===== src/rtl/recip_round_pack.sv =====
// Reciprocal output stage: rounds the SRT quotient, derives the result
// exponent, resolves specials/overflow/underflow and packs the IEEE word.
module recip_round_pack #(
  parameter int sig_width = 23,
  parameter int exp_width = 8
) (
  input  logic                           clk,
  input  logic                           reset,
  input  logic                           in_valid,
  output logic                           in_ready,
  input  logic [sig_width:0]             q_sig,
  input  logic                           g_bit,
  input  logic                           r_bit,
  input  logic                           s_bit,
  input  logic                           in_sign,
  input  logic [exp_width-1:0]           in_exp,
  input  logic                           d_frac_zero,
  input  logic [1:0]                     in_class,
  input  logic [1:0]                     rnd_mode,
  output logic                           out_valid,
  input  logic                           out_ready,
  output logic [exp_width+sig_width:0]   out_result,
  output logic [3:0]                     out_flags
);

  localparam int SW   = sig_width;
  localparam int EW   = exp_width;
  localparam int W    = 1 + EW + SW;
  localparam int BIAS = (1 << (EW - 1)) - 1;

  typedef logic signed [EW+1:0] sexp_t;

  localparam sexp_t TWO_BIAS = sexp_t'(2 * BIAS);
  localparam sexp_t EMAX     = sexp_t'((1 << EW) - 1);

  localparam logic [1:0] C_ZERO = 2'd1;
  localparam logic [1:0] C_INF  = 2'd2;
  localparam logic [1:0] C_NAN  = 2'd3;

  localparam logic [1:0] RNE = 2'd0;
  localparam logic [1:0] RTZ = 2'd1;
  localparam logic [1:0] RUP = 2'd2;
  localparam logic [1:0] RDN = 2'd3;

  localparam logic [W-2:0] INF_MAG = {{EW{1'b1}}, {SW{1'b0}}};
  localparam logic [W-2:0] MAX_MAG = {{(EW-1){1'b1}}, 1'b0, {SW{1'b1}}};
  localparam logic [W-1:0] QNAN    = {1'b0, {EW{1'b1}}, 1'b1, {(SW-1){1'b0}}};

  logic          s1_valid_q, s1_valid_d;
  logic          s1_sign_q;
  logic [1:0]    s1_class_q;
  logic [1:0]    s1_mode_q;
  logic [SW:0]   s1_sig_q;
  sexp_t         s1_exp_q;
  logic          s1_inexact_q;
  logic          s1_inc_q;

  logic          s2_valid_q, s2_valid_d;
  logic [W-1:0]  res_q, res_d;
  logic [3:0]    flags_q, flags_d;

  logic          s1_load, s2_adv, s2_load;
  sexp_t         exp_d;
  logic          any_d, inc_d;

  assign s2_adv     = ~s2_valid_q | out_ready;
  assign in_ready   = ~s1_valid_q | s2_adv;
  assign s1_load    = in_valid & in_ready;
  assign s2_load    = s1_valid_q & s2_adv;
  assign s1_valid_d = in_ready ? in_valid : s1_valid_q;
  assign s2_valid_d = s2_adv ? s1_valid_q : s2_valid_q;

  assign exp_d = TWO_BIAS - sexp_t'(in_exp)
               - sexp_t'(!d_frac_zero);

  always_comb begin
    any_d = g_bit | r_bit | s_bit;
    inc_d = 1'b0;
    unique case (rnd_mode)
      RNE:     inc_d = g_bit & (r_bit | s_bit | q_sig[0]);
      RTZ:     inc_d = 1'b0;
      RUP:     inc_d = ~in_sign & any_d;
      default: inc_d = in_sign & any_d;
    endcase
  end

  always_ff @(posedge clk or posedge reset) begin
    if (reset) begin
      s1_valid_q   <= 1'b0;
      s1_sign_q    <= 1'b0;
      s1_class_q   <= '0;
      s1_mode_q    <= '0;
      s1_sig_q     <= '0;
      s1_exp_q     <= '0;
      s1_inexact_q <= 1'b0;
      s1_inc_q     <= 1'b0;
    end else begin
      s1_valid_q <= s1_valid_d;
      if (s1_load) begin
        s1_sign_q    <= in_sign;
        s1_class_q   <= in_class;
        s1_mode_q    <= rnd_mode;
        s1_sig_q     <= q_sig;
        s1_exp_q     <= exp_d;
        s1_inexact_q <= any_d;
        s1_inc_q     <= inc_d;
      end
    end
  end

  logic [SW+1:0] sum;
  sexp_t         e2;
  logic          is_unf, is_ovf, ovf_inf;

  always_comb begin
    sum = {1'b0, s1_sig_q} + (SW+2)'(s1_inc_q);
    // Top two sum bits are 01 normally, 10 on round carry: exponent step.
    e2 = s1_exp_q + sexp_t'(sum[SW+1:SW]) - sexp_t'(1);
    is_unf  = e2[EW+1] | (e2 == '0);
    is_ovf  = ~e2[EW+1] & (e2 >= EMAX);
    ovf_inf = (s1_mode_q == RNE)
            | ((s1_mode_q == RUP) & ~s1_sign_q)
            | ((s1_mode_q == RDN) & s1_sign_q);
    res_d   = {s1_sign_q, e2[EW-1:0], sum[SW-1:0]};
    flags_d = {3'b000, s1_inexact_q};
    if (s1_class_q == C_NAN) begin
      res_d   = QNAN;
      flags_d = 4'b0000;
    end else if (s1_class_q == C_ZERO) begin
      res_d   = {s1_sign_q, INF_MAG};
      flags_d = 4'b1000;
    end else if (s1_class_q == C_INF) begin
      res_d   = {s1_sign_q, {(W-1){1'b0}}};
      flags_d = 4'b0000;
    end else if (is_unf) begin
      res_d   = {s1_sign_q, {(W-1){1'b0}}};
      flags_d = 4'b0011;
    end else if (is_ovf) begin
      res_d   = {s1_sign_q, ovf_inf ? INF_MAG : MAX_MAG};
      flags_d = 4'b0101;
    end
  end

  always_ff @(posedge clk or posedge reset) begin
    if (reset) begin
      s2_valid_q <= 1'b0;
      res_q      <= '0;
      flags_q    <= '0;
    end else begin
      s2_valid_q <= s2_valid_d;
      if (s2_load) begin
        res_q   <= res_d;
        flags_q <= flags_d;
      end
    end
  end

  assign out_valid  = s2_valid_q;
  assign out_result = res_q;
  assign out_flags  = flags_q;

endmodule


===== config.mk =====
export PLATFORM = sky130hd
export DESIGN_NAME = recip_round_pack
export DESIGN_NICKNAME = d
export VERILOG_FILES = /design/src/rtl/recip_round_pack.sv
export SDC_FILE = /design/constraint.sdc
export NUM_CORES = 1
export LEC_CHECK = 0
export BUFFER_PORTS_ARGS = -buffer_cell sky130_fd_sc_hd__clkbuf_2
export CORE_MARGIN = 3
export CORE_UTILIZATION = 56
export CTS_CLUSTER_DIAMETER = 200
export DETAILED_ROUTE_END_ITERATION = 16
export PLACE_DENSITY = 0.81
export SYNTH_ARGS = -nofsm -noshare
export SYNTH_HDL_FRONTEND = slang
export SYNTH_SLANG_ARGS = --single-unit

===== constraint.sdc =====
create_clock -name clk -period 5.2 [get_ports clk]
set_input_delay 1.04 -clock clk [delete_from_list [all_inputs] [get_ports clk]]
set_output_delay 1.04 -clock clk [all_outputs]
set_load 0.05 [all_outputs]

Word-level counts from Yosys, hierarchy flattened
Index checks and enable logic that the tools add are counted.

Add/sub/neg operators: 5. Magnitude comparators: 1. Equality and inequality tests: 7. Muxes and demuxes: 12. Bitwise gates (word level): 22. Reductions and logical operators: 4.

Operators by type and width (number): two-way mux 31 bit (4); two-way mux 32 bit (1); adder 24 x 1 -> 25 bit (1); two-way mux 24 bit (1); adder 10 x 3 -> 10 bit (1); equality test 2 bit (second input constant) (5); greater-or-equal comparator 10 x 9 -> 1 bit (second input constant) (1); zero test 10 bit (1); subtractor 10 x 2 -> 10 bit (second input constant) (1); subtractor 9 x 2 -> 10 bit (1); two-way mux 3 bit (3); OR 1 bit (9); subtractor 8 x 8 -> 9 bit (first input constant) (1); AND 1 bit (8); two-way mux 4 bit (2); NOT 1 bit (5); equality test 2 x 1 -> 1 bit (second input constant) (2); zero test 2 bit (2); one-hot mux 1 bit (3 select lines) (1); zero test 1 bit (1).

Flip-flop bits (word level): 79. Input port bits: 45. Output and inout bits: 38. Logic and storage cells: 62.

Logic depth before layout (Yosys ltp)
Gate-level depths: netlist of the first run.

Depth after elaboration: 10. Gate-level depth with buffers: 20.

Least setup slack after synthesis of the first run
Ideal clock, no wire load.

Path type: register to register. From: register s1_sig_q[13]. To: register res_q[10] (netlist: out_result[10]). Library setup time: 0.096 ns. Arrival time: 3.880 ns. Path slack: 1.225 ns. Cell stages (with the launch flop): 20. Path buffers: 2. Clock period less this slack: 3.975 ns. Path through: dfrtp_1 -> nand3_1 -> nor2_1 -> nand2_1 -> nor2_1 -> nand4_1 -> or3_1 -> ha_1 -> inv_1 -> ha_1 -> fa_1 -> a21o_1 -> a221oi_2 -> a31oi_1 -> xnor2_2 -> a211oi_1 -> o41a_1 -> buf_6 -> buf_6 -> a311oi_2.

Longest elaborated chain between the ends: 10. Elaborated cells between the ends (all ways): 13. Classes of those cells: 3 x add/sub; 1 x order compare; 5 x mux; 3 x bitwise; 1 x reduce/logical.

RTL lines: from (decl) (line 53) `logic [SW:0] s1_sig_q;`; from (signal assigned) (line 103) `s1_sig_q <= q_sig;`; adder 24 x 1 -> 25 bit (*) (line 116) `sum = {1'b0, s1_sig_q} + (SW+2)'(s1_inc_q);`; adder 10 x 3 -> 10 bit (*) (line 118) `e2 = s1_exp_q + sexp_t'(sum[SW+1:SW]) - sexp_t'(1);`; subtractor 10 x 2 -> 10 bit (*) (line 118); greater-or-equal comparator 10 x 9 -> 1 bit / NOT 1 bit (equally long branches) (line 120) `is_ovf = ~e2[EW+1] & (e2 >= EMAX);`; AND 1 bit (line 120); two-way mux 31 bit (line 138) `end else if (is_ovf) begin`; two-way mux 31 bit (*) (line 135) `end else if (is_unf) begin`; two-way mux 31 bit (*) (line 132) `end else if (s1_class_q == C_INF) begin`; two-way mux 31 bit (*) (line 129) `end else if (s1_class_q == C_ZERO) begin`; two-way mux 32 bit (*) (line 126) `if (s1_class_q == C_NAN) begin`; to (signal assigned) (line 152) `res_q <= res_d;`; to (decl) (line 59) `logic [W-1:0] res_q, res_d;`.

Every way passes the cells marked *; elsewhere a longest branch is shown, timed or not. A chain may end at the register's enable or synchronous reset.

Final worst setup path of the first run
From: register s1_sig_q[13]. To: register res_q[1] (netlist: out_result[1]).

Same word-level chain as after synthesis.

==> summary by stage, run 1 <==
Floorplan
The die width is between 90 and 100 um. The total area inside the core boundary comes to between 7000 and 8000 um^2. The initial cell density of the core is 0.591. The floorplan step set the die height to between 90 and 100 um. The area enclosed by the die boundary is a little under 9000 um^2.

The top-level port count is 83. Row generation in the floorplan step produced 31 rows.

CTS
The deepest clock path buffer count is 2. The number of buffers inserted by hold repair at cts is 0. Clock latency on the worst-skew pair, taken at its later pin, is 0.35 ns. TritonCTS built the clock tree.

The number of gates resized after cts is 0. In this run the post-CTS setup repair buffer count came out at 0. The clock transition at the registers of the reported paths is 0.08 ns.

The buffer cell driving the clock tree root is clkbuf_8. The number of buffers created by CTS is 9. The number of clock sinks seen by CTS is 79. The deepest level of the CTS H-tree is 3.

Cells and area
Excluding fillers, the count of instances in the completed layout stands at ~620. The final net count is between 500 and 600. The sequential cell area is between 1500 and 2000 um^2. The final-layout fill cell count is just under 600. The final core utilization is 0.684.

The library cells used most frequently in the layout, excluding fill and tap cells, are 82 x clkbuf_2, 79 x dfrtp_1, 42 x nand2_1, 42 x nor2_1, 29 x mux2_2. In the final layout, the share of cells above drive strength 1 is 0.284. The most frequent standard cell in the layout excluding fill and tap cells is clkbuf_2. The repair_antennas step left the layout with diodes totalling 0. In the final layout, the multi-input gates occupy 2270 um^2. The area growth from synthesis to layout is 15.9%. The final design instance area without fill is 5100 um^2.

Power and ir drop
IR analysis of the VDD net gives a maximum drop of approximately 0.25 mV. For this design the static power due to leakage is 0.00229 uW. The power per standard cell area is 468 nW/um^2.

Synth
By area the synthesized netlist is led by dfrtp_1 45%, mux2_2 7.4%, xor2_1 5.4%, ha_1 4.3%, nand2_1 3.7%. The post-synthesis sequential area ratio is 0.449. For this run, asynchronously set or reset flops after synthesis account for 1.00. Of all cell types, the one taking the most synthesized area is dfrtp_1. Synthesis produced 434 cells. In this run, synthesis produced a sequential element count of slightly below 80.

For this run, the leading register cell type out of synthesis is dfrtp_1. The synthesized area per cell is around 10 um^2. The netlist uses 53 different library cells.

Synthesis produced a netlist with a net count of roughly 500. The synthesized netlist occupies a cell area of approximately 4400 um^2. The number of synthesized flops with an enable pin is 0. The total number of yosys warnings is 0. Of the post-synthesis cell area, the dominant cell type holds 0.449.

Detailed routing
The post-detailed-route via-to-cell ratio is ~5.7. The count of nets left with antenna violations once routing finished came out at 0. The DRC violation count after routing is 0. The detailed router finished its first iteration with 161 violations. The average routed wire per standard cell is roughly 15 um.

The final route contains ~3500 vias. The final layout contains routed wiring with a total length of approximately 9500 um. The first detailed-routing pass ran for 4 iterations.

Global route
The via count of the first global-routing pass is ~3300. For this run, the total global-route usage over all layers was measured as 0.221. Entering global routing, the biggest net connects 53 pins. The first global-routing pass estimated 15600 um of wire.

The number of antenna violations at the first check in global routing is 0. The total overflow left after global routing is 0.

Placement
The congestion estimate from routability-driven global placement came to 0.916. In this run the cell area measured after placement is slightly below 5000 um^2. The number of placed instances, taps included, is approximately 600. The HPWL after detailed placement is around 7000 um. The count of buffers added on input and output ports is 82.

Setup path
The critical path is of the reg -> reg type. The cell with the biggest individual delay on the critical path is o41a_1. Data on the critical path arrives at its endpoint at roughly 4.9 ns.

The largest single stage delay on the critical path is about 0.79 ns. The launching element type of the critical path is a flip-flop. STA classifies the critical path endpoint as a flip-flop.

The critical-path maximum fanout is 18. The required time of the worst setup path is 5.38 ns. Traced cell by cell, the critical path runs through nand3_1 > nor2_1 > nand2_1 > nor2_1 > nand4_1 > or3_1 > ha_1 > inv_1 > ha_1 > fa_1 > a21o_1 > a221oi_2 > xor2_1 > nand4bb_2 > a211oi_1 > o41a_1 > a311oi_1.

Timing
The final count of hold timing violations is 0. The number of setup violations in the final report is 0. The setup TNS is 0 ns.

Setup repair after global routing left no endpoint under its margin. The clock arrives with approximately 0.0091 ns of skew. The total count of max-transition violations in the final report is 0.

The headroom to the max-slew limit is 0.301. Based on the critical path, the design can be clocked at up to around 210 MHz. Counting I/O delays and the setup requirement, the final critical path takes 4.73 ns. The transition time at the pin with the least slew margin is around 1.0 ns. The post-route clock period utilization is 0.910.

Run
Across the run, the number of max-cap violations was 0.

Outcome
The flow ran to the end, and the final reports show no timing, DRC or antenna violations.

Worst hold path
The path type of the worst min-delay path is reg -> reg.
==> layer usage <==
metal	vias to the layer above	GRT usage	wire length (um)
met3	14	0.0494	595
met4	0	0.0709	144
met1	1668	0.309	4310
met5	-	0	0
met2	106	0.342	4400
li1	1702	-	-
==> kinds of logic (layout without fill, tap and decap cells) <==
group / after synthesis / after routing / synth area share
multiplexers: 29 / 29 / 0.0742
AND/OR/NAND/NOR: 148 / 148 / 0.168
AO/OA/AOI/OAI: 83 / 83 / 0.141
flip-flops: 79 / 79 / 0.449
buffers and inverters: 37 / 121 / 0.0356
XOR/XNOR: 42 / 42 / 0.0853
adder cells (fa/ha/maj): 16 / 16 / 0.0472
==> area by class of cell <==
type,count,share of cell area
sequential,79,0.388
clock inverter,5,0.0160
clock buffer,11,0.0277
timing repair buffer,84,0.0835
tap,99,0.0243
inverter,21,0.0155
multi-input combinational,318,0.445
==> worst paths after layout <==
path,from,endpoint,slack (ns),cells after the start
min,out_flags[3],out_flags[3],0.48,2
min reg2reg,out_flags[3],out_flags[3],0.48,2
max reg2reg,s1_sig_q[13],out_result[1],0.47,17
min in group asynchronous,reset,out_result[14],0.83,2
max in group asynchronous,reset,s1_exp_q[5],3.37,3
max,s1_sig_q[13],out_result[1],0.47,17
==> where the power goes <==
group / internal, uW / switching (uW)
combinational: 318 / 712
clock: 284 / 215
sequential: 748 / 107
==> Yosys cell counts (all sizes together), types with 2 or more instances <==
cell / instances
a21oi: 14
clkbuf: 8
nand2b: 6
nor4: 2
nor3: 12
nand3b: 3
nand4: 4
buf: 8
a211oi: 3
dfrtp: 79
o31ai: 3
xnor2: 15
nor4b: 3
inv: 21
o32ai: 4
ha: 15
nand3: 14
and3: 3
a311oi: 17
a41oi: 2
o21a: 2
nor2: 42
mux2: 29
o21ai: 25
or3: 4
and2: 2
or2: 2
a21o: 4
and4: 3
nand2: 43
xor2: 27
==> stage by stage <==
| stage | hold slack [ns] | total power [uW] | worst slack [ns] |
|---|---|---|---|
| 2_1_floorplan | 0.450 | 1650 | 1.22 |
| 3_3_place_gp | 0.452 | 1870 | 0.747 |
| 3_5_place_dp | 0.465 | 1890 | 0.551 |
| 4_1_cts | 0.481 | 2400 | 0.484 |
| 5_1_grt | 0.514 | 2520 | 0.139 |
| 6_report | 0.480 | 2380 | 0.466 |
==> state kept, by name, indices dropped and copies added (netlist names) <==
name and count:
out_result 32, s1_sig_q 24, s1_exp_q 10, out_flags 4, s1_class_q 2, s1_mode_q 2, out_valid 1, s1_inc_q 1
s1_inexact_q 1, s1_sign_q 1, s1_valid_q 1
==> critical path, delay by kind of cell, from the launching register on <==
kind                       cells  cell delay (ns)
buffers and inverters          1             0.04
xor gates and xnor gates       1             0.13
AOI/OAI and AO/OA              5             1.68
DFF                            1             0.42
adders and majority gates      3             0.89
and+or+nand+nor                7             1.41
No activity file was read; power rests on OpenSTA's default activity.
==> run 2: changes to the inputs <==
--- a/config.mk
+++ b/config.mk
@@ -11,6 +11,7 @@
 export CTS_CLUSTER_DIAMETER = 200
 export DETAILED_ROUTE_END_ITERATION = 16
 export PLACE_DENSITY = 0.81
+export RECOVER_POWER = 50
 export SYNTH_ARGS = -nofsm -noshare
 export SYNTH_HDL_FRONTEND = slang
 export SYNTH_SLANG_ARGS = --single-unit
==> summary by stage, run 2 (synthesized netlist as in run 1, its figures left out) <==
Outcome
The run finished, with violations left. The checks that failed: max-capacitance violations, max-slew violations.

Floorplan
The initial cell density of the core is 0.591. The count of standard-cell rows is 31. between 80 and 90 I/O pins were placed.

The floorplan step defined a die boundary enclosing between 8000 and 9000 um^2. The height of the chip is 94.6 um. The core region area is approximately 7400 um^2. From left edge to right edge, the die measures about 95 um.

Placement
In this run the tool buffered the top-level ports with between 80 and 90 buffer cells. At the end of routability-driven placement, the weighted congestion stood at between 0.9 and 1. The placed cell area is between 4000 and 5000 um^2. The placed wire-length estimate after detailed placement is 7170 um.

Setup path
The worst register-to-register path ends at out_result[1]. In this run the critical register-to-register path is launched from s1_sig_q[13]. The launching element type of the critical path is a flip-flop. The most critical setup path has its startpoint at s1_sig_q[13].

The critical-path maximum fanout is 18. The number of cells on the worst reg-to-reg path is 17. Broken down by cell family, the worst path's largest delay share belongs to compound AO/OA/AOI/OAI gates. The required time of the worst setup path is ~5.4 ns. The critical path is of the reg -> reg type. The cell with the biggest individual delay on the critical path is o41a_1. For flop-to-flop paths, the worst setup slack is 0.48 ns.

Together, buffers and inverters on the worst path number 1. The critical path crosses 17 cells after its start point. STA classifies the critical path endpoint as a flip-flop. Following the worst setup path forward leads to its endpoint at out_result[1].

For the worst setup path, the data arrival time is about 4.9 ns. The critical path goes through nand3_1 > nor2_1 > nand2_1 > nor2_1 > nand4_1 > or3_1 > ha_1 > inv_1 > ha_1 > fa_1 > a21o_1 > a221oi_2 > xor2_1 > nand4bb_2 > a211oi_1 > o41a_1 > a311oi_1. The critical path's largest stage delay is 0.79 ns.

Detailed routing
The post-detailed-route via-to-cell ratio is about 5.7. The number of iterations in the first detailed-routing pass is 4. The number of DRC violations after detailed-routing iteration 0 is between 150 and 200.

The overall routed net length is about 9500 um. The number of nets with antenna violations after routing is 0. The average routed wire per standard cell is 15.4 um.

The DRC violation count after routing is 0. Summing over every cut layer, the via total after detailed routing is between 3000 and 4000.

Cells and area
In the final layout, the share of cells above drive strength 1 is 0.232. The finished cells cover about 5000 um^2. In the layout the commonest cells are 79 x dfrtp_1, 57 x clkbuf_2, 42 x nand2_1, 42 x nor2_1, 29 x mux2_2. After filler insertion, the fill cell instance count of the layout stands at 600. The most frequent standard cell in the layout excluding fill and tap cells is dfrtp_1. The repair_antennas step left the layout with diodes totalling 0. The synthesis-to-finish area growth is 15.1%. The number of flip-flops in the largest register is 32. The final core utilization is 0.680. In the final design database the tool counted ~570 nets.

Run
The total of max-cap violations is 2.

Global route
Entering global routing, the biggest net connects 53 pins. The via count of the first global-routing pass came to 3328. The total overflow left after global routing is 0. The number of antenna violations at the first check in global routing is 0. The wire length of the first global-routing pass is about 16000 um. Across every metal layer, demand over resource in global routing totals 0.221.

Timing
Subtracting the final worst setup slack from the clock period gives roughly 4.7 ns. The headroom to the max-slew limit is -0.356. Of the available clock period, the critical path in the final layout requires 0.908. For the pin with the worst max-slew slack, the measured transition is between 2 and 2.5 ns.

The total count of max-transition violations in the final report is 82. The setup TNS is 0 ns. Setup violations remaining at the end of the flow were counted as 0.

The maximum operating frequency is between 200 and 250 MHz. The final count of hold timing violations is 0. The final setup skew is around 0.0097 ns. Setup repair after global routing left no endpoint under its margin.

The worst hold slack is 0.480 ns.

Power and ir drop
The power per standard cell area is approximately 470 nW/um^2. The static leakage is approximately 0.0022 uW. The worst-case IR drop observed on VDD is between 0.2 and 0.25 mV.

CTS
In this run the post-CTS setup repair buffer count came out at 0. TritonCTS built the clock tree. The number of buffers inserted by hold repair at cts is 0.

The clock passes through at most 2 buffers. Clock tree synthesis selected as its root buffer the cell clkbuf_8. The number of gates resized after cts is 0.

The insertion delay to the later sink of the worst-skew pair is between 0.3 and 0.4 ns. The deepest level of the CTS H-tree is 3. The clock transition at the registers of the reported paths is around 0.080 ns.

The number of clock sinks seen by CTS is 79. The number of buffers created by CTS is 9.

Worst hold path
In this run the worst hold path is classified as reg -> reg. The worst hold path cell count is 2.
[run 2: layout make-up]
cell class                      count  area (um^2)  area share
Clock inverter                      5         81.3      0.0161
Sequential cell                    79         1980       0.391
Inverter                           21         78.8      0.0156
Multi-Input combinational cell    318         2270       0.448
Tap cell                           99          124      0.0245
Clock buffer                       11          141      0.0279
Timing Repair Buffer               84          390      0.0771
[run 2: metrics by stage]
stage / cells / setup WS (ns) / power [uW]
after global routing: 617 / 0.139 / 2510
final: 617 / 0.479 / 2370
after global placement: 601 / 0.747 / 1870
after floorplan: 434 / 1.22 / 1650
after CTS: 617 / 0.484 / 2400
after detailed placement: 601 / 0.551 / 1890
[run 2: where the power goes]
group | leakage [uW] | internal, uW | switching, uW
sequential | 0.000953 | 748 | 106
clock | 0.000110 | 284 | 215
combinational | 0.00115 | 303 | 713
[run 2: how the worst min path moves through the flow]
stage,from,to
after global placement,out_result[31],out_result[31]
final,out_flags[3],out_flags[3]
after CTS,out_result[31],out_result[31]
after floorplan,s1_exp_q[0],s1_exp_q[0]
after detailed placement,out_result[31],out_result[31]
after global routing,out_flags[3],out_flags[3]
[run 2: layer usage]
metal | part of all wire | routed length [um] | GRT usage | vias to the layer above
li1 | - | - | - | 1704
met1 | 0.47 | 4460 | 0.309 | 1689
met2 | 0.46 | 4410 | 0.342 | 93
met3 | 0.053 | 505 | 0.0494 | 11
met4 | 0.014 | 129 | 0.0709 | 0
met5 | 0 | 0 | 0 | -
[run 2: worst register-to-register path: stages, from the launching register on]
cell and delay, ns:
dfrtp_1 0.42, nand3_1 0.14, nor2_1 0.19, nand2_1 0.12, nor2_1 0.17, nand4_1 0.15, or3_1 0.33, ha_1 0.28
inv_1 0.04, ha_1 0.21, fa_1 0.40, a21o_1 0.20, a221oi_2 0.30, xor2_1 0.13, nand4bb_2 0.31, a211oi_1 0.29
o41a_1 0.79, a311oi_1 0.10
